### config.mk
export PLATFORM = sky130hd
export DESIGN_NAME = vga_write_scheduler_flat
export DESIGN_NICKNAME = d
export VERILOG_FILES = /design/src/rtl/vga_write_scheduler_pkg.sv /design/src/rtl/vga_write_scheduler_if.sv /design/src/rtl/ffd_posedge_syncronous_reset.sv /design/src/rtl/vga_rect_walker.sv /design/src/rtl/vga_write_scheduler.sv /design/src/flat_wrapper.sv
export SDC_FILE = /design/constraint.sdc
export NUM_CORES = 1
export LEC_CHECK = 0
export BUFFER_PORTS_ARGS = -buffer_cell sky130_fd_sc_hd__buf_4
export CORE_UTILIZATION = 45
export DETAILED_ROUTE_END_ITERATION = 10
export PLACE_DENSITY = 0.7
export SLEW_MARGIN = 10
export SYNTH_ARGS = -nofsm -noshare
export SYNTH_HDL_FRONTEND = slang
export SYNTH_HIERARCHICAL = 1
export SYNTH_SLANG_ARGS = --single-unit
export TNS_END_PERCENT = 10
### constraint.sdc
create_clock -name Clock -period 3.4 [get_ports Clock]
set_clock_uncertainty 0.1 [all_clocks]
set_input_delay 0.51 -clock Clock [delete_from_list [all_inputs] [get_ports Clock]]
set_output_delay 0.51 -clock Clock [all_outputs]
set_load 0.02 [all_outputs]
### src/rtl/vga_write_scheduler_pkg.sv
// Shared VGA write-side definitions: frame geometry defaults,
// colour width and fill FSM encodings.
package vga_write_scheduler_pkg;

  localparam int RESOL_X_DEF     = 100;
  localparam int RESOL_Y_DEF     = 100;
  localparam int ADDR_WIDTH_DEF  = 16;
  localparam int COLOR_WIDTH_DEF = 3;

  typedef enum logic [1:0] {
    ST_IDLE = 2'd0,
    ST_FILL = 2'd1,
    ST_DONE = 2'd2
  } fill_state_e;

endpackage

### src/rtl/vga_write_scheduler_if.sv
// Request/status bundle between the ALU decode side and the
// VGA frame RAM write scheduler.
interface vga_write_scheduler_if #(
  parameter int ADDR_WIDTH  = 16,
  parameter int COLOR_WIDTH = 3
);
  logic                   iCpuWrite;
  logic [7:0]             iCpuRow;
  logic [7:0]             iCpuCol;
  logic [COLOR_WIDTH-1:0] iCpuColor;
  logic                   iFillStart;
  logic [7:0]             iFillRow0;
  logic [7:0]             iFillCol0;
  logic [7:0]             iFillHeight;
  logic [7:0]             iFillWidth;
  logic [COLOR_WIDTH-1:0] iFillColor;
  logic                   oFillBusy;
  logic                   oFillDone;
  logic                   oOutOfRange;
  logic                   oWriteEnable;
  logic [ADDR_WIDTH-1:0]  oWriteAddress;
  logic [COLOR_WIDTH-1:0] oWriteData;

  modport master (
    output iCpuWrite, iCpuRow, iCpuCol, iCpuColor,
    output iFillStart, iFillRow0, iFillCol0,
    output iFillHeight, iFillWidth, iFillColor,
    input  oFillBusy, oFillDone, oOutOfRange,
    input  oWriteEnable, oWriteAddress, oWriteData
  );

  modport slave (
    input  iCpuWrite, iCpuRow, iCpuCol, iCpuColor,
    input  iFillStart, iFillRow0, iFillCol0,
    input  iFillHeight, iFillWidth, iFillColor,
    output oFillBusy, oFillDone, oOutOfRange,
    output oWriteEnable, oWriteAddress, oWriteData
  );
endinterface

### src/rtl/ffd_posedge_syncronous_reset.sv
// Generic enabled D flip-flop bank with synchronous
// active-high reset.
module FFD_POSEDGE_SYNCRONOUS_RESET #(
  parameter int SIZE = 1
) (
  input  logic            Clock,
  input  logic            Reset,
  input  logic            Enable,
  input  logic [SIZE-1:0] D,
  output logic [SIZE-1:0] Q
);

  always_ff @(posedge Clock) begin
    if (Reset) Q <= '0;
    else if (Enable) Q <= D;
  end

endmodule

### src/rtl/vga_rect_walker.sv
// Rectangle walker: clips the box to the frame and steps
// row-base/column counters one pixel per advance.
module vga_rect_walker
  import vga_write_scheduler_pkg::*;
#(
  parameter int RESOL_X    = RESOL_X_DEF,
  parameter int RESOL_Y    = RESOL_Y_DEF,
  parameter int ADDR_WIDTH = ADDR_WIDTH_DEF
) (
  input  logic                  Clock,
  input  logic                  Reset,
  input  logic                  iStart,
  input  logic [7:0]            iRow0,
  input  logic [7:0]            iCol0,
  input  logic [7:0]            iHeight,
  input  logic [7:0]            iWidth,
  input  logic                  iAdvance,
  output logic [ADDR_WIDTH-1:0] oAddr,
  output logic                  oLast,
  output logic                  oEmpty
);

  localparam int PW = ADDR_WIDTH + 8;

  logic [ADDR_WIDTH-1:0] row_base_q;
  logic [7:0]            cur_col_q;
  logic [7:0]            col0_q;
  logic [7:0]            h_q;
  logic [7:0]            w_q;
  logic [7:0]            row_cnt_q;
  logic [7:0]            col_cnt_q;

  int                    row_room;
  int                    col_room;
  logic [7:0]            h_clip;
  logic [7:0]            w_clip;
  logic [ADDR_WIDTH-1:0] base0;
  logic                  row_end;

  always_comb begin
    row_room = RESOL_Y - int'(iRow0);
    col_room = RESOL_X - int'(iCol0);
    h_clip = iHeight;
    w_clip = iWidth;
    if (int'(iHeight) > row_room) h_clip = 8'(row_room);
    if (int'(iWidth) > col_room) w_clip = 8'(col_room);
    oEmpty = (int'(iRow0) >= RESOL_Y)
           | (int'(iCol0) >= RESOL_X)
           | (iHeight == 8'd0)
           | (iWidth == 8'd0);
    base0 = ADDR_WIDTH'(PW'(iRow0) * PW'(RESOL_X));
  end

  assign row_end = (col_cnt_q == w_q - 8'd1);
  assign oLast   = row_end && (row_cnt_q == h_q - 8'd1);
  assign oAddr   = row_base_q + ADDR_WIDTH'(cur_col_q);

  // Row stepping is additive so the loop needs no multiplier.
  always_ff @(posedge Clock) begin
    if (Reset) begin
      row_base_q <= '0;
      cur_col_q  <= '0;
      col0_q     <= '0;
      h_q        <= '0;
      w_q        <= '0;
      row_cnt_q  <= '0;
      col_cnt_q  <= '0;
    end else if (iStart) begin
      row_base_q <= base0;
      cur_col_q  <= iCol0;
      col0_q     <= iCol0;
      h_q        <= h_clip;
      w_q        <= w_clip;
      row_cnt_q  <= '0;
      col_cnt_q  <= '0;
    end else if (iAdvance) begin
      if (row_end) begin
        row_base_q <= row_base_q + ADDR_WIDTH'(RESOL_X);
        cur_col_q  <= col0_q;
        col_cnt_q  <= '0;
        row_cnt_q  <= row_cnt_q + 8'd1;
      end else begin
        cur_col_q  <= cur_col_q + 8'd1;
        col_cnt_q  <= col_cnt_q + 8'd1;
      end
    end
  end

endmodule

### src/rtl/vga_write_scheduler.sv
// Frame RAM write-port owner: CPU pixel writes take priority,
// the rectangle fill engine uses every remaining cycle.
module vga_write_scheduler
  import vga_write_scheduler_pkg::*;
#(
  parameter int RESOL_X     = RESOL_X_DEF,
  parameter int RESOL_Y     = RESOL_Y_DEF,
  parameter int ADDR_WIDTH  = ADDR_WIDTH_DEF,
  parameter int COLOR_WIDTH = COLOR_WIDTH_DEF
) (
  input logic Clock,
  input logic Reset,
  vga_write_scheduler_if.slave bus
);

  localparam int PW = ADDR_WIDTH + 8;
  localparam int OW = 2 + ADDR_WIDTH + COLOR_WIDTH;

  fill_state_e            state_q;
  logic [COLOR_WIDTH-1:0] color_q;
  logic                   busy_q;
  logic                   done_q;

  logic                   cpu_ok;
  logic                   grant;
  logic                   start;
  logic                   last;
  logic                   empty;
  logic [ADDR_WIDTH-1:0]  walk_addr;
  logic [ADDR_WIDTH-1:0]  cpu_addr;

  logic                   we_d;
  logic                   oor_d;
  logic [ADDR_WIDTH-1:0]  addr_d;
  logic [COLOR_WIDTH-1:0] data_d;
  logic [OW-1:0]          out_q;

  assign cpu_ok = bus.iCpuWrite
                & (int'(bus.iCpuRow) < RESOL_Y)
                & (int'(bus.iCpuCol) < RESOL_X);
  assign grant  = (state_q == ST_FILL) & ~cpu_ok;
  assign start  = (state_q == ST_IDLE) & bus.iFillStart;
  assign oor_d  = bus.iCpuWrite & ~cpu_ok;

  assign cpu_addr = ADDR_WIDTH'(
    PW'(bus.iCpuRow) * PW'(RESOL_X) + PW'(bus.iCpuCol));

  vga_rect_walker #(
    .RESOL_X    (RESOL_X),
    .RESOL_Y    (RESOL_Y),
    .ADDR_WIDTH (ADDR_WIDTH)
  ) u_walker (
    .Clock    (Clock),
    .Reset    (Reset),
    .iStart   (start),
    .iRow0    (bus.iFillRow0),
    .iCol0    (bus.iFillCol0),
    .iHeight  (bus.iFillHeight),
    .iWidth   (bus.iFillWidth),
    .iAdvance (grant),
    .oAddr    (walk_addr),
    .oLast    (last),
    .oEmpty   (empty)
  );

  always_comb begin
    we_d   = 1'b0;
    addr_d = '0;
    data_d = '0;
    unique case (1'b1)
      cpu_ok: begin
        we_d   = 1'b1;
        addr_d = cpu_addr;
        data_d = bus.iCpuColor;
      end
      grant: begin
        we_d   = 1'b1;
        addr_d = walk_addr;
        data_d = color_q;
      end
      default: ;
    endcase
  end

  // Done is raised on the same edge that registers the last pixel.
  always_ff @(posedge Clock) begin
    if (Reset) begin
      state_q <= ST_IDLE;
      color_q <= '0;
      busy_q  <= 1'b0;
      done_q  <= 1'b0;
    end else begin
      unique case (state_q)
        ST_IDLE: if (bus.iFillStart) begin
          color_q <= bus.iFillColor;
          busy_q  <= 1'b1;
          if (empty) begin
            state_q <= ST_DONE;
            done_q  <= 1'b1;
          end else begin
            state_q <= ST_FILL;
          end
        end
        ST_FILL: if (grant && last) begin
          state_q <= ST_DONE;
          done_q  <= 1'b1;
        end
        ST_DONE: begin
          state_q <= ST_IDLE;
          busy_q  <= 1'b0;
          done_q  <= 1'b0;
        end
        default: state_q <= ST_IDLE;
      endcase
    end
  end

  FFD_POSEDGE_SYNCRONOUS_RESET #(
    .SIZE (OW)
  ) u_out_ff (
    .Clock  (Clock),
    .Reset  (Reset),
    .Enable (1'b1),
    .D      ({we_d, oor_d, addr_d, data_d}),
    .Q      (out_q)
  );

  assign bus.oWriteEnable  = out_q[OW-1];
  assign bus.oOutOfRange   = out_q[OW-2];
  assign bus.oWriteAddress = out_q[COLOR_WIDTH +: ADDR_WIDTH];
  assign bus.oWriteData    = out_q[COLOR_WIDTH-1:0];
  assign bus.oFillBusy     = busy_q;
  assign bus.oFillDone     = done_q;

endmodule

### src/flat_wrapper.sv
// flat-port wrapper written by rule: the top's interface ports become plain ports
module vga_write_scheduler_flat import vga_write_scheduler_pkg::*;
#(
  parameter int RESOL_X     = RESOL_X_DEF,
  parameter int RESOL_Y     = RESOL_Y_DEF,
  parameter int ADDR_WIDTH  = ADDR_WIDTH_DEF,
  parameter int COLOR_WIDTH = COLOR_WIDTH_DEF
)
  (Clock, Reset, bus_iCpuWrite, bus_iCpuRow, bus_iCpuCol, bus_iCpuColor, bus_iFillStart, bus_iFillRow0, bus_iFillCol0, bus_iFillHeight, bus_iFillWidth, bus_iFillColor, bus_oFillBusy, bus_oFillDone, bus_oOutOfRange, bus_oWriteEnable, bus_oWriteAddress, bus_oWriteData);
  vga_write_scheduler_if #(.ADDR_WIDTH(ADDR_WIDTH), .COLOR_WIDTH(COLOR_WIDTH)) bus_i ();
  input logic Clock;
  input logic Reset;
  input wire logic [$bits(bus_i.iCpuWrite)-1:0] bus_iCpuWrite;
  input wire logic [$bits(bus_i.iCpuRow)-1:0] bus_iCpuRow;
  input wire logic [$bits(bus_i.iCpuCol)-1:0] bus_iCpuCol;
  input wire logic [$bits(bus_i.iCpuColor)-1:0] bus_iCpuColor;
  input wire logic [$bits(bus_i.iFillStart)-1:0] bus_iFillStart;
  input wire logic [$bits(bus_i.iFillRow0)-1:0] bus_iFillRow0;
  input wire logic [$bits(bus_i.iFillCol0)-1:0] bus_iFillCol0;
  input wire logic [$bits(bus_i.iFillHeight)-1:0] bus_iFillHeight;
  input wire logic [$bits(bus_i.iFillWidth)-1:0] bus_iFillWidth;
  input wire logic [$bits(bus_i.iFillColor)-1:0] bus_iFillColor;
  output wire logic [$bits(bus_i.oFillBusy)-1:0] bus_oFillBusy;
  output wire logic [$bits(bus_i.oFillDone)-1:0] bus_oFillDone;
  output wire logic [$bits(bus_i.oOutOfRange)-1:0] bus_oOutOfRange;
  output wire logic [$bits(bus_i.oWriteEnable)-1:0] bus_oWriteEnable;
  output wire logic [$bits(bus_i.oWriteAddress)-1:0] bus_oWriteAddress;
  output wire logic [$bits(bus_i.oWriteData)-1:0] bus_oWriteData;
  assign bus_i.iCpuWrite = bus_iCpuWrite;
  assign bus_i.iCpuRow = bus_iCpuRow;
  assign bus_i.iCpuCol = bus_iCpuCol;
  assign bus_i.iCpuColor = bus_iCpuColor;
  assign bus_i.iFillStart = bus_iFillStart;
  assign bus_i.iFillRow0 = bus_iFillRow0;
  assign bus_i.iFillCol0 = bus_iFillCol0;
  assign bus_i.iFillHeight = bus_iFillHeight;
  assign bus_i.iFillWidth = bus_iFillWidth;
  assign bus_i.iFillColor = bus_iFillColor;
  assign bus_oFillBusy = bus_i.oFillBusy;
  assign bus_oFillDone = bus_i.oFillDone;
  assign bus_oOutOfRange = bus_i.oOutOfRange;
  assign bus_oWriteEnable = bus_i.oWriteEnable;
  assign bus_oWriteAddress = bus_i.oWriteAddress;
  assign bus_oWriteData = bus_i.oWriteData;
  vga_write_scheduler #(.RESOL_X(RESOL_X), .RESOL_Y(RESOL_Y), .ADDR_WIDTH(ADDR_WIDTH), .COLOR_WIDTH(COLOR_WIDTH)) u_core (.Clock(Clock), .Reset(Reset), .bus(bus_i));
endmodule
# Word-level counts from Yosys, hierarchy flattened
# Index checks and enable logic that the tools add are counted.
classes:
  n_addsub: 10
  multipliers: 2
  n_div: 0
  n_lt_le_gt_ge: 6
  n_eq_ne: 7
  n_shift: 0
  mux: 22
  bitwise_logic: 9
  reduce_logical: 17
op_table:
  columns: ["cell", "n"]
  rows:
  - ["two-way mux 8 bit", 6]
  - ["two-way mux 15 bit", 3]
  - ["greater-than comparator 9 x 32 -> 1 bit", 1]
  - ["one-hot mux 16 bit (2 select lines)", 1]
  - ["multiplier 8 x 5 -> 13 bit, second input constant", 2]
  - ["adder 8 x 1 -> 8 bit, second input constant", 3]
  - ["subtractor 7 x 8 -> 9 bit, first input constant", 2]
  - ["adder 15 x 8 -> 16 bit", 1]
  - ["adder 16 x 7 -> 16 bit, second input constant", 1]
  - ["adder 16 x 8 -> 16 bit", 1]
  - ["equality test 8 bit", 2]
  - [">= comparator 8 x 7 -> 1 bit, second input constant", 2]
  - ["zero test 8 bit", 2]
  - ["less-than comparator 8 x 7 -> 1 bit, second input constant", 2]
  - ["subtractor 8 x 1 -> 8 bit, second input constant", 2]
  - ["AND reduction 2 bit", 5]
  - ["greater-than comparator 9 bit", 1]
  - ["two-way mux 2 bit", 3]
  - ["one-hot mux 3 bit (2 select lines)", 1]
  - ["nonzero test 2 bit", 3]
  - ["AND 1 bit", 5]
  - ["two-way mux 1 bit", 5]
  - ["inequality test 2 bit, second input constant", 2]
  - ["one-hot mux 2 bit (2 select lines)", 1]
  - ["12 further kinds", 16]
totals:
  ff_bits: 92
  latch_bits: 0
  ram_bits: 0
  romBits: 0
  input_bits: 58
  output_inout_bits: 23
  elab_cells: 86
  mem_count: 0

# Longest topological paths before layout
# Gate-level depths: netlist of run 1.
depth:
  word_depth: 8
  mapped_depth: 17

# By module
# The synthesis of run 1 kept the hierarchy.
by_module_without_submodules:
  columns: ["mod", "n_inst", "cells_per_inst", "area_each_um2", "seq_area_each_um2"]
  rows:
  - ["vga_rect_walker", 1, 646, 5348.9, 1241.2]
  - ["vga_write_scheduler", 1, 224, 1744.2, 140.1]
  - ["FFD_POSEDGE_SYNCRONOUS_RESET", 1, 68, 752.0, 420.4]

# Least setup slack after synthesis of run 1
# OpenSTA, ideal clock, no wires.
synth_timing:
  path_type: "input to register"
  startpoint: "input bus_iCpuRow[3]"
  endpoint: "register u_core.u_out_ff.Q[16]"
  setup_time_ps: 128
  arrival_time_ps: 3264
  t_required_ps: 3172
  path_slack_ps: -92
  stages: 16
  path_buffers: 1
  path_cell_list: "ha_1 > ha_1 > inv_1 > fa_1 > inv_1 > ha_1 > buf_4 > nand3_2 > o211ai_1 > nand2_1 > a31o_1 > or3_4 > xnor2_1 > o21ai_1 > mux2i_1 > nor2_1"
synth_via:
  elab_chain_cells: 6
  word_cells_on_any_way: 8
synth_lines:
  columns: ["item", "line", "text"]
  rows:
  - ["start: declaration", "flat_wrapper.sv:14", "input wire logic [$bits(bus_i.iCpuRow)-1:0] bus_iCpuRow;"]
  - ["parallel branches: the longest is 5 deep, another holds adder 15 x 8 -> 16 bit", null, null]
  - ["one-hot mux 16 bit (2 select lines) *", "vga_write_scheduler.sv:70", "unique case (1'b1)"]
  - ["net u_core.addr_d[13]", "vga_write_scheduler.sv:34", "logic [ADDR_WIDTH-1:0] addr_d;"]
  - ["end signal: assignment", "ffd_posedge_syncronous_reset.sv:14", "if (Reset) Q <= '0;"]
  - ["end signal: assignment", "ffd_posedge_syncronous_reset.sv:15", "else if (Enable) Q <= D;"]
  - ["end: declaration", "ffd_posedge_syncronous_reset.sv:10", "output logic [SIZE-1:0] Q"]
# Mark *: on every way through the listed nets, which the timed path passes.
# A chain may end at the register's enable or synchronous reset.

# Worst setup path in the final report of run 1
layout_timing:
  startpoint: "input bus_iCpuRow[1]"
  endpoint: "register u_core.u_out_ff.Q[16]"
# The elaborated chain is that of the path after synthesis.

==> metrics.yaml, run 1 <==
clocking:
  h-tree-depth: 3
  clockBufferDepth: 2
  cts_tree: "built"
  root_buffer: "clkbuf_16"
  cts.sinks: 90
  postCtsHoldBufs: 0
  clock_latency_ps: 350
  numCtsBuffers: 9
  clk_pin_slew_ps: 60
place:
  portBuffers: 80
  place_area_mm2: 0.00906
  dp_hpwl_mm: 15.1
  gp_congestion: 0.847
  pre_cts_ws_ps: -334
  place_inst: 1260
global_routing:
  antenna_found_initial: 0
  grt_pass1_wl_mm: 32.4
  grt_max_degree: 64
  grt_overflow: 0
  grt_use_total: 0.221
  grt_pass1_vias: 6698
timing:
  rsz0062_at_grt: "true"
  setup_tns_ps: 0
  layout_setup_ws_ps: 90.2
  final_max_slew_viol_count: 0
  setup_violations: 0
  period_minus_slack_ps: 3310
  worstMarginPinSlew_ps: 1090
  fmax_ghz: 0.302
  hold_slack_ps: 312
  hold_violations: 0
  period_share: 0.973
  relSlewSlack: 0.273
pwr:
  powerDensity_mw_per_mm2: 400
  leakage_nw: 4.27
  ir_worst_vdd_mv: 0.291
  p_total_mw: 3.78
floorplan:
  core.rowCount: 47
  core_mm2: 0.0168
  die_h_um: 134
  die-area_mm2: 0.0180
  die_w_um: 134
  initial_core_util: 0.466
  ioPinCount: 81
worst_setup_path:
  start_kind: "input pin"
  cp.buffers_inverters: 1
  slowest_stage: "fa_1"
  crit_chain: "buf_4, ha_1, ha_1, ha_4, fa_1, ha_4, nand2_1, o21ai_2, nand4_1, or3_4, xnor2_2, o21ai_1, mux2i_1, nor2_1"
  cp.arrival_ps: 3420
  crit_path_end_kind: "flip-flop"
  path_delay_family: "adder cells"
  crit_fanout: 4
  r2r_slack_ps: 590
  cp_data_required_time_ps: 3510
  crit_type: "in -> reg"
  slowest_delay_ps: 450
final_layout:
  fillers: 1562
  instances_no_fill: 1276
  utilization: 0.562
  final_cell_mix: "buf_4 (145), ha_1 (96), dfxtp_1 (90)"
  nNetsFinal: 1223
  diodes: 0
  layout-drive-gt1-share: 0.187
  areaGrowthSynthToFinish_pct: 20.5
  design_area_mm2: 0.00946
  layout_commonest_cell: "buf_4"
route:
  drc: 0
  vias: 7126
  drt-initial-drc-count: 434
  wl_per_cell_um: 15.3
  dr.pass1.iters: 5
  via_per_inst: 5.58
  antenna_left: 0
  routed_wirelength_mm: 19.5
flow_run:
  max_cap_violations: 0
synthesis:
  ys_ff_latch: 90
  synthCells: 938
  synth_edf_count: 0
  async_flop_share: 0
  yosys_warnings: 6
  ys_seq_area_frac: 0.230
  syn_area_mm2: 0.00785
  ys.flop_type: "dfxtp_1"
  avgSynthCellArea_um2: 8.36
  syn_nets: 1109
  ys_types: 76
worst_hold_path:
  worst_hold_path_type: "in -> reg"
outcome:
  status: "complete, no violations"
-- per-layer routing --
| layer | track usage | up-vias | wire (um) |
|---|---|---|---|
| met2 | 0.387 | 129 | 9520 |
| li1 | - | 3603 | - |
| met3 | 0.0393 | 19 | 709 |
| met5 | 0 | - | 0 |
| met1 | 0.283 | 3375 | 9030 |
| met4 | 0.0474 | 0 | 257 |
-- final timing paths --
path	from	to	cells past startpoint
max	bus_iCpuRow[1]	u_core/u_out_ff/Q[16]	14
min	bus_iFillColor[1]	u_core/color_q[1]	3
max reg2reg	u_core/u_walker/cur_col_q[2]	u_core/u_out_ff/Q[13]	13
min reg2reg	u_core/u_walker/row_cnt_q[7]	u_core/u_walker/row_cnt_q[7]	2
-- kinds of logic (layout without fill, tap and decap cells) --
logic type,count (synthesis),after routing,share of synthesized area
xor+xnor,82,82,0.0925
flops,90,90,0.230
fa+ha+maj,113,113,0.188
mux,42,42,0.0536
simple gates,286,286,0.187
compound gates,214,214,0.187
buf+inv,110,228,0.0612
other cells,1,1,0.000478
-- worst min-delay path: cells and delay by family --
kind                   cells  cell delay [ps]
buffers and inverters      1               80
multiplexers               1               50
AND/OR/NAND/NOR            1               80
-- state kept, by name, summed over array words and instances, names as in the netlist --
signal	cells
u_core/bus.oFillBusy	1
u_core/bus.oFillDone	1
u_core/color_q	3
u_core/state_q	2
u_core/u_out_ff/Q	21
u_core/u_walker/col0_q	8
u_core/u_walker/col_cnt_q	8
u_core/u_walker/cur_col_q	8
u_core/u_walker/h_q	8
u_core/u_walker/row_base_q	14
u_core/u_walker/row_cnt_q	8
u_core/u_walker/w_q	8
-- layout make-up --
class | count | area [um^2] | share of cell area
clock buffers | 10 | 239 | 0.0253
clock inverters | 5 | 62.6 | 0.00662
well taps | 220 | 275 | 0.0291
flip-flops and latches | 90 | 1800 | 0.191
inverters | 68 | 255 | 0.0270
multi-input cells | 738 | 5730 | 0.606
repair buffers | 145 | 1090 | 0.115
-- what timing repair did --
action                                  CTS  global route
resized for setup                         0            14
buffers inserted                          0             1
endpoints found under the setup margin    0             4
-- power breakdown --
group | internal (mW) | total [mW] | switching [mW]
clock network | 0.590 | 1.03 | 0.437
logic | 0.770 | 1.55 | 0.779
registers | 1.12 | 1.20 | 0.0812
total | 2.48 | 3.78 | 1.30
-- cell usage after synthesis, drive strengths merged (4+ instances only) --
cell type / count / area [um^2]
o21bai: 7 / 56.3
nand2b: 4 / 25.0
a21boi: 5 / 37.5
buf: 14 / 108
nor2b: 13 / 81.3
nand3: 49 / 250
nand4: 13 / 81.3
clkbuf: 28 / 118
or3: 28 / 180
a41o: 5 / 50.1
and2: 5 / 31.3
a21o: 11 / 82.6
ha: 105 / 1310
nand2: 36 / 135
xor2: 25 / 226
nor4: 7 / 50.1
o32ai: 5 / 43.8
o211ai: 11 / 87.6
inv: 67 / 251
o22ai: 7 / 50.1
xnor2: 57 / 499
o31ai: 4 / 30.0
nor2: 81 / 307
a21oi: 39 / 203
nor3b: 5 / 37.5
a2111oi: 5 / 45.0
o21ai: 60 / 300
dfxtp: 90 / 1800
a31oi: 8 / 50.1
a311oi: 10 / 87.6
a22oi: 6 / 45.0
and3: 13 / 81.3
mux2i: 42 / 420
a211oi: 7 / 52.6
o21a: 7 / 52.6
or4: 5 / 37.5
fa: 8 / 160
nor3: 16 / 85.1
(Power assumes the default switching activity.)
==> run 2, diff against run 1 <==
--- a/config.mk
+++ b/config.mk
@@ -8,7 +8,7 @@
 export BUFFER_PORTS_ARGS = -buffer_cell sky130_fd_sc_hd__buf_4
 export CORE_UTILIZATION = 45
 export DETAILED_ROUTE_END_ITERATION = 10
-export PLACE_DENSITY = 0.7
+export PLACE_DENSITY = 0.68
 export SLEW_MARGIN = 10
 export SYNTH_ARGS = -nofsm -noshare
 export SYNTH_HDL_FRONTEND = slang
==> constraint.sdc (replaced) <==
create_clock -name Clock -period 3.3 [get_ports Clock]
set_clock_uncertainty 0.1 [all_clocks]
set_input_delay 0.495 -clock Clock [delete_from_list [all_inputs] [get_ports Clock]]
set_output_delay 0.495 -clock Clock [all_outputs]
set_load 0.02 [all_outputs]
==> run 2 against run 1 <==
Net effect:
- sequential share of layout area shrank 0.31 points
- cell count up 1.3%
- hold slack worse by 30 ps
- via count increased by 2.4%
- count of clock-buffer cells in the layout unchanged
- global-route usage increased by 0.16 points
- non-clock buffer count increased by 16
- wire length up 1.6%
- flip-flop and latch count unchanged
- clock power rose by 20%
- worst setup slack got worse by 34 ps
- critical path depth unchanged
==> metrics.yaml, run 2 (same netlist as run 1, synthesis figures left out) <==
clocking:
  root_buffer: "clkbuf_16"
  postCtsHoldBufs: 0
  h-tree-depth: 3
  numCtsBuffers: 9
  clockBufferDepth: 2
  cts_tree: "built"
  clk_pin_slew_ps: 70
  post_cts_buffers: 0
  clock_latency_ps: 350
  cts.repair.resized: 0
  cts.sinks: 90
final_layout:
  regArea_mm2: 0.00180
  top_register: "u_core/u_out_ff/Q"
  largest_reg_flops: 21
  diodes: 0
  final_cell_mix: "buf_4 (161), ha_1 (96), dfxtp_1 (90)"
  utilization: 0.572
  fillers: 1606
  layout-drive-gt1-share: 0.198
  multi_input_area_mm2: 0.00572
  areaGrowthSynthToFinish_pct: 22.6
  layout_commonest_cell: "buf_4"
  largestRegisters: "u_core/u_out_ff/Q (21), u_core/u_walker/row_base_q (14)"
  nNetsFinal: 1239
pwr:
  powerDensity_mw_per_mm2: 425
  p_total_mw: 4.09
  leakage_nw: 4.39
  ir_worst_vdd_mv: 0.301
worst_setup_path:
  crit_path_start: "bus_iCpuRow[1]"
  cp_data_required_time_ps: 3420
  crit_type: "in -> reg"
  r2r_slack_ps: 510
  path_delay_family: "adder cells"
  crit_path_end_kind: "flip-flop"
  crit_fanout: 4
  slowest_delay_ps: 440
  cp.arrival_ps: 3360
  crit_top_cell: "ha_4"
  r2r-start: "u_core/u_walker/cur_col_q[3]"
  worstRegToRegCells: 11
  crit_chain: "buf_4, ha_1, ha_4, ha_4, fa_1, ha_4, nand2_1, o21ai_2, nand4_1, or3_4, xnor2_2, o21ai_1, mux2i_1, nor2_1"
  slowest_stage: "fa_1"
  cp.buffers_inverters: 1
  start_kind: "input pin"
  rr_endpoint: "u_core/u_out_ff/Q[18]"
route:
  antenna_left: 0
  routed_wirelength_mm: 19.8
  dr.pass1.iters: 5
  drc: 0
  top_layer: "met4"
  met1_length_mm: 8.99
  wl_met3_um: 785
  via_per_inst: 5.65
  drt-initial-drc-count: 359
  vias: 7299
  wl_per_cell_um: 15.3
  wl_met2_mm: 9.78
timing:
  worstMarginPinSlew_ps: 1090
  setup_tns_ps: 0
  setup_violations: 0
  period_minus_slack_ps: 3240
  period_share: 0.983
  fmax_ghz: 0.308
  relSlewSlack: 0.273
  hold_violations: 0
  hold_slack_ps: 282
  rsz0062_at_grt: "true"
  final_max_slew_viol_count: 0
floorplan:
  die_w_um: 134
  core_mm2: 0.0168
  die-area_mm2: 0.0180
  core.rowCount: 47
  initial_core_util: 0.466
  ioPinCount: 81
  die_h_um: 134
worst_hold_path:
  min_path_cells: 3
  hold_end: "u_core/color_q[1]"
  hp-start: "bus_iFillColor[1]"
  worst_hold_path_type: "in -> reg"
global_routing:
  antenna_found_initial: 0
  grt_max_degree: 43
  grt_pass1_wl_mm: 32.5
  grt_pass1_vias: 6895
  grt_use_total: 0.223
  grt_overflow: 0
place:
  gp_congestion: 0.856
  portBuffers: 80
  dp_hpwl_mm: 15.4
outcome:
  status: "complete, no violations"
flow_run:
  max_cap_violations: 0
==> run 2: how the worst max path moves through the flow <==
stage,cells after the start,endpoint
after floorplan,16,u_core/u_out_ff/Q[16]
after CTS,16,u_core/u_out_ff/Q[17]
after global placement,14,u_core/u_out_ff/Q[16]
after detailed placement,14,u_core/u_out_ff/Q[16]
final,14,u_core/u_out_ff/Q[16]
after global routing,14,u_core/u_out_ff/Q[16]
==> run 2: where the power goes <==
group	internal (mW)	switching, mW
registers	1.16	0.0831
clock network	0.772	0.465
logic	0.803	0.805
==> run 2: final cells by class <==
cell class | instances | area share
clock buffer | 10 | 0.0249
clock inverter | 6 | 0.0124
inverter | 68 | 0.0265
multi-input combinational | 738 | 0.594
sequential | 90 | 0.187
tap | 220 | 0.0286
timing repair buffer | 161 | 0.126
==> run 2: per-stage QoR <==
step	worst slack, ps	std cells	instance area (um^2)
finish	56.7	1293	9610
global route	-38.1	1293	9610
CTS	11.4	1293	9540
detailed placement	-366	1277	9190
global placement	-331	1277	9190
floorplan	-105	938	7920
==> run 2: worst reg2reg max path: stages (launching register included) <==
cell and delay, ps:
dfxtp_1 470, ha_1 280, a21o_1 170, a21oi_1 220, o21ai_0 150, a211oi_1 520
nor4b_1 150, xor2_1 170, nand3_1 130, o41ai_2 90, mux2i_1 160, nor2_1 50
==> run 2: layer usage <==
metal  track usage  up-vias
met3        0.0408       22
li1              -     3635
met5             0        -
met1         0.282     3500
met2         0.391      142
met4        0.0524        0
==> run 3, diff against run 2 <==
--- a/config.mk
+++ b/config.mk
@@ -6,10 +6,13 @@
 export NUM_CORES = 1
 export LEC_CHECK = 0
 export BUFFER_PORTS_ARGS = -buffer_cell sky130_fd_sc_hd__buf_4
+export CELL_PAD_IN_SITES_DETAIL_PLACEMENT = 1
+export CELL_PAD_IN_SITES_GLOBAL_PLACEMENT = 1
+export CORE_MARGIN = 1.5
 export CORE_UTILIZATION = 45
 export DETAILED_ROUTE_END_ITERATION = 10
-export PLACE_DENSITY = 0.68
-export SLEW_MARGIN = 10
+export PLACE_DENSITY = 0.85
+export SLEW_MARGIN = 0
 export SYNTH_ARGS = -nofsm -noshare
 export SYNTH_HDL_FRONTEND = slang
 export SYNTH_HIERARCHICAL = 1
==> run 3 against run 2 <==
Net effect:
- the run now ends with negative setup slack left
- first-iteration DRC count up 34%
- fmax down 5.6%
- non-clock buffer count rose by 3
- flip-flop and latch count is the same
- die area rose by 1.5%
- count of clock-buffer cells in the layout is 1 higher
- sequential share of layout area fell by 0.15 points
- wire length increased by 40%
- combinational power is 18% higher
- via count increased by 7.4%
- hold slack better by 15 ps
- sequential power is essentially flat
- critical path type unchanged
- critical endpoint unchanged
==> metrics.yaml, run 3 (same netlist as run 1, synthesis figures left out) <==
outcome:
  status: "complete, but fails checks"
  violations: "negative setup slack"
final_layout:
  areaGrowthSynthToFinish_pct: 23.5
  diodes: 0
  top_register: "u_core/u_out_ff/Q"
  layout-drive-gt1-share: 0.214
  largestRegisters: "u_core/u_out_ff/Q (21), u_core/u_walker/row_base_q (14)"
  design_area_mm2: 0.00969
  nNetsFinal: 1242
  fillers: 2105
  largest_reg_flops: 21
  instances_no_fill: 1301
  layout_commonest_cell: "buf_4"
  final_cell_mix: "buf_4 (161), ha_1 (91), dfxtp_1 (90)"
global_routing:
  grt_pass1_wl_mm: 41.8
  grt_use_total: 0.289
  grt_overflow: 0
  grt_max_degree: 64
  antenna_found_initial: 0
  grt_pass1_vias: 8148
clocking:
  numCtsBuffers: 9
  cts_tree: "built"
  clock_latency_ps: 350
  clk_pin_slew_ps: 80
  root_buffer: "clkbuf_16"
  clockBufferDepth: 2
  h-tree-depth: 3
  cts.sinks: 90
route:
  via_per_inst: 6.02
  vias: 7836
  routed_wirelength_mm: 27.7
  met1_length_mm: 10.9
  wl_met2_mm: 14.4
  dr.pass1.iters: 5
  wl_per_cell_um: 21.3
  top_layer: "met4"
  wl_met3_mm: 1.20
  drt-initial-drc-count: 480
  drc: 0
  antenna_left: 0
worst_setup_path:
  crit_path_end_kind: "flip-flop"
  crit_chain: "buf_12, ha_4, ha_4, inv_2, fa_1, inv_2, ha_4, buf_4, inv_1, xnor2_2, nand4_1, or3_4, xnor2_2, o21ai_1, mux2i_1, nor2_1"
  crit_top_cell: "ha_4"
  cp.arrival_ps: 3550
  path_delay_family: "adder cells"
  slowest_stage: "fa_1"
  cp_data_required_time_ps: 3410
  cp.buffers_inverters: 5
  slowest_delay_ps: 490
  crit_type: "in -> reg"
  start_kind: "input pin"
  crit_fanout: 5
timing:
  worstMarginPinSlew_ps: 986
  period_share: 1.04
  rsz0062_at_grt: "true"
  relSlewSlack: 0.340
  hold_slack_ps: 296
  hold_violations: 0
  layout_setup_ws_ps: -137
  setup_violations: 6
  period_minus_slack_ps: 3440
  final_max_slew_viol_count: 0
  fmax_ghz: 0.291
floorplan:
  core.rowCount: 48
  ioPinCount: 81
  die-area_mm2: 0.0182
  die_w_um: 135
  initial_core_util: 0.457
  core_mm2: 0.0172
  die_h_um: 135
place:
  place_area_mm2: 0.00920
  gp_congestion: 0.869
  place_inst: 1283
  dp_hpwl_mm: 19.5
  portBuffers: 80
pwr:
  leakage_nw: 4.38
  ir_worst_vdd_mv: 0.269
  powerDensity_mw_per_mm2: 438
worst_hold_path:
  worst_hold_path_type: "in -> reg"
flow_run:
  max_cap_violations: 0
## run 3: cell count changes in the layout (fill, tap and decap cells not counted), moves of 3 or more
cell / before / now
a21oi_2: 3 / 7
inv_1: 66 / 62
ha_2: 0 / 3
a21oi_1: 36 / 32
ha_1: 96 / 91
## run 3: power breakdown
part	switching [mW]	internal (mW)	total [mW]
Sequential	0.0945	1.16	1.25
Clock	0.460	0.631	1.09
Combinational	1.02	0.877	1.90
## run 3: layout make-up
class,count,area [um^2],share of cell area
clock buffers,11,253,0.0261
clock inverters,5,62.6,0.00645
inverters,68,260,0.0269
multi-input cells,738,5780,0.597
flip-flops and latches,90,1800,0.186
well taps,225,282,0.0290
repair buffers,164,1250,0.129
## run 3: path summary, 6_finish.rpt
| check | from | endpoint | slack, ps | depth (start not counted) |
|---|---|---|---|---|
| worst min register to register | u_core/u_walker/row_cnt_q[7] | u_core/u_walker/row_cnt_q[7] | 400 | 2 |
| worst max register to register | u_core/u_walker/row_base_q[2] | u_core/u_out_ff/Q[15] | 70 | 13 |
| worst max-delay path | bus_iCpuRow[3] | u_core/u_out_ff/Q[16] | -140 | 16 |
| worst min-delay path | bus_iFillColor[0] | u_core/color_q[0] | 300 | 3 |
## run 3: timing repair
action | in CTS | in global routing
resized for setup | 13 | 22
pin swaps | 5 | 12
setup endpoints to repair | 6 | 13
hold buffers | 0 | 0
setup buffers | 0 | 2
## run 3: per-layer routing
| metal | vias to the layer above | global-route usage |
|---|---|---|
| met2 | 261 | 0.540 |
| met1 | 3838 | 0.331 |
| li1 | 3640 | - |
| met3 | 97 | 0.0372 |
| met5 | - | 0 |
| met4 | 0 | 0.115 |
## run 3: through the flow
stage | setup TNS (ps) | total power [mW] | util | worst slack (ps)
global placement | -2840 | 2.82 | 0.536 | -349
global route | -833 | 4.43 | 0.564 | -180
floorplan | -157 | 2.30 | - | -105
CTS | -24.9 | 4.09 | 0.558 | -19.9
finish | -453 | 4.24 | 0.564 | -137
detailed placement | -5290 | 2.94 | 0.536 | -590
## run 3: worst register-to-register path, delay by kind of cell, from the launching register on
family,cells,cell delay [ps]
multiplexers,1,110
AND/OR/NAND/NOR,3,490
buffers and inverters,1,60
AO/OA/AOI/OAI,5,1090
flip-flops,1,500
adder cells (fa/ha/maj),2,630
XOR/XNOR,1,180
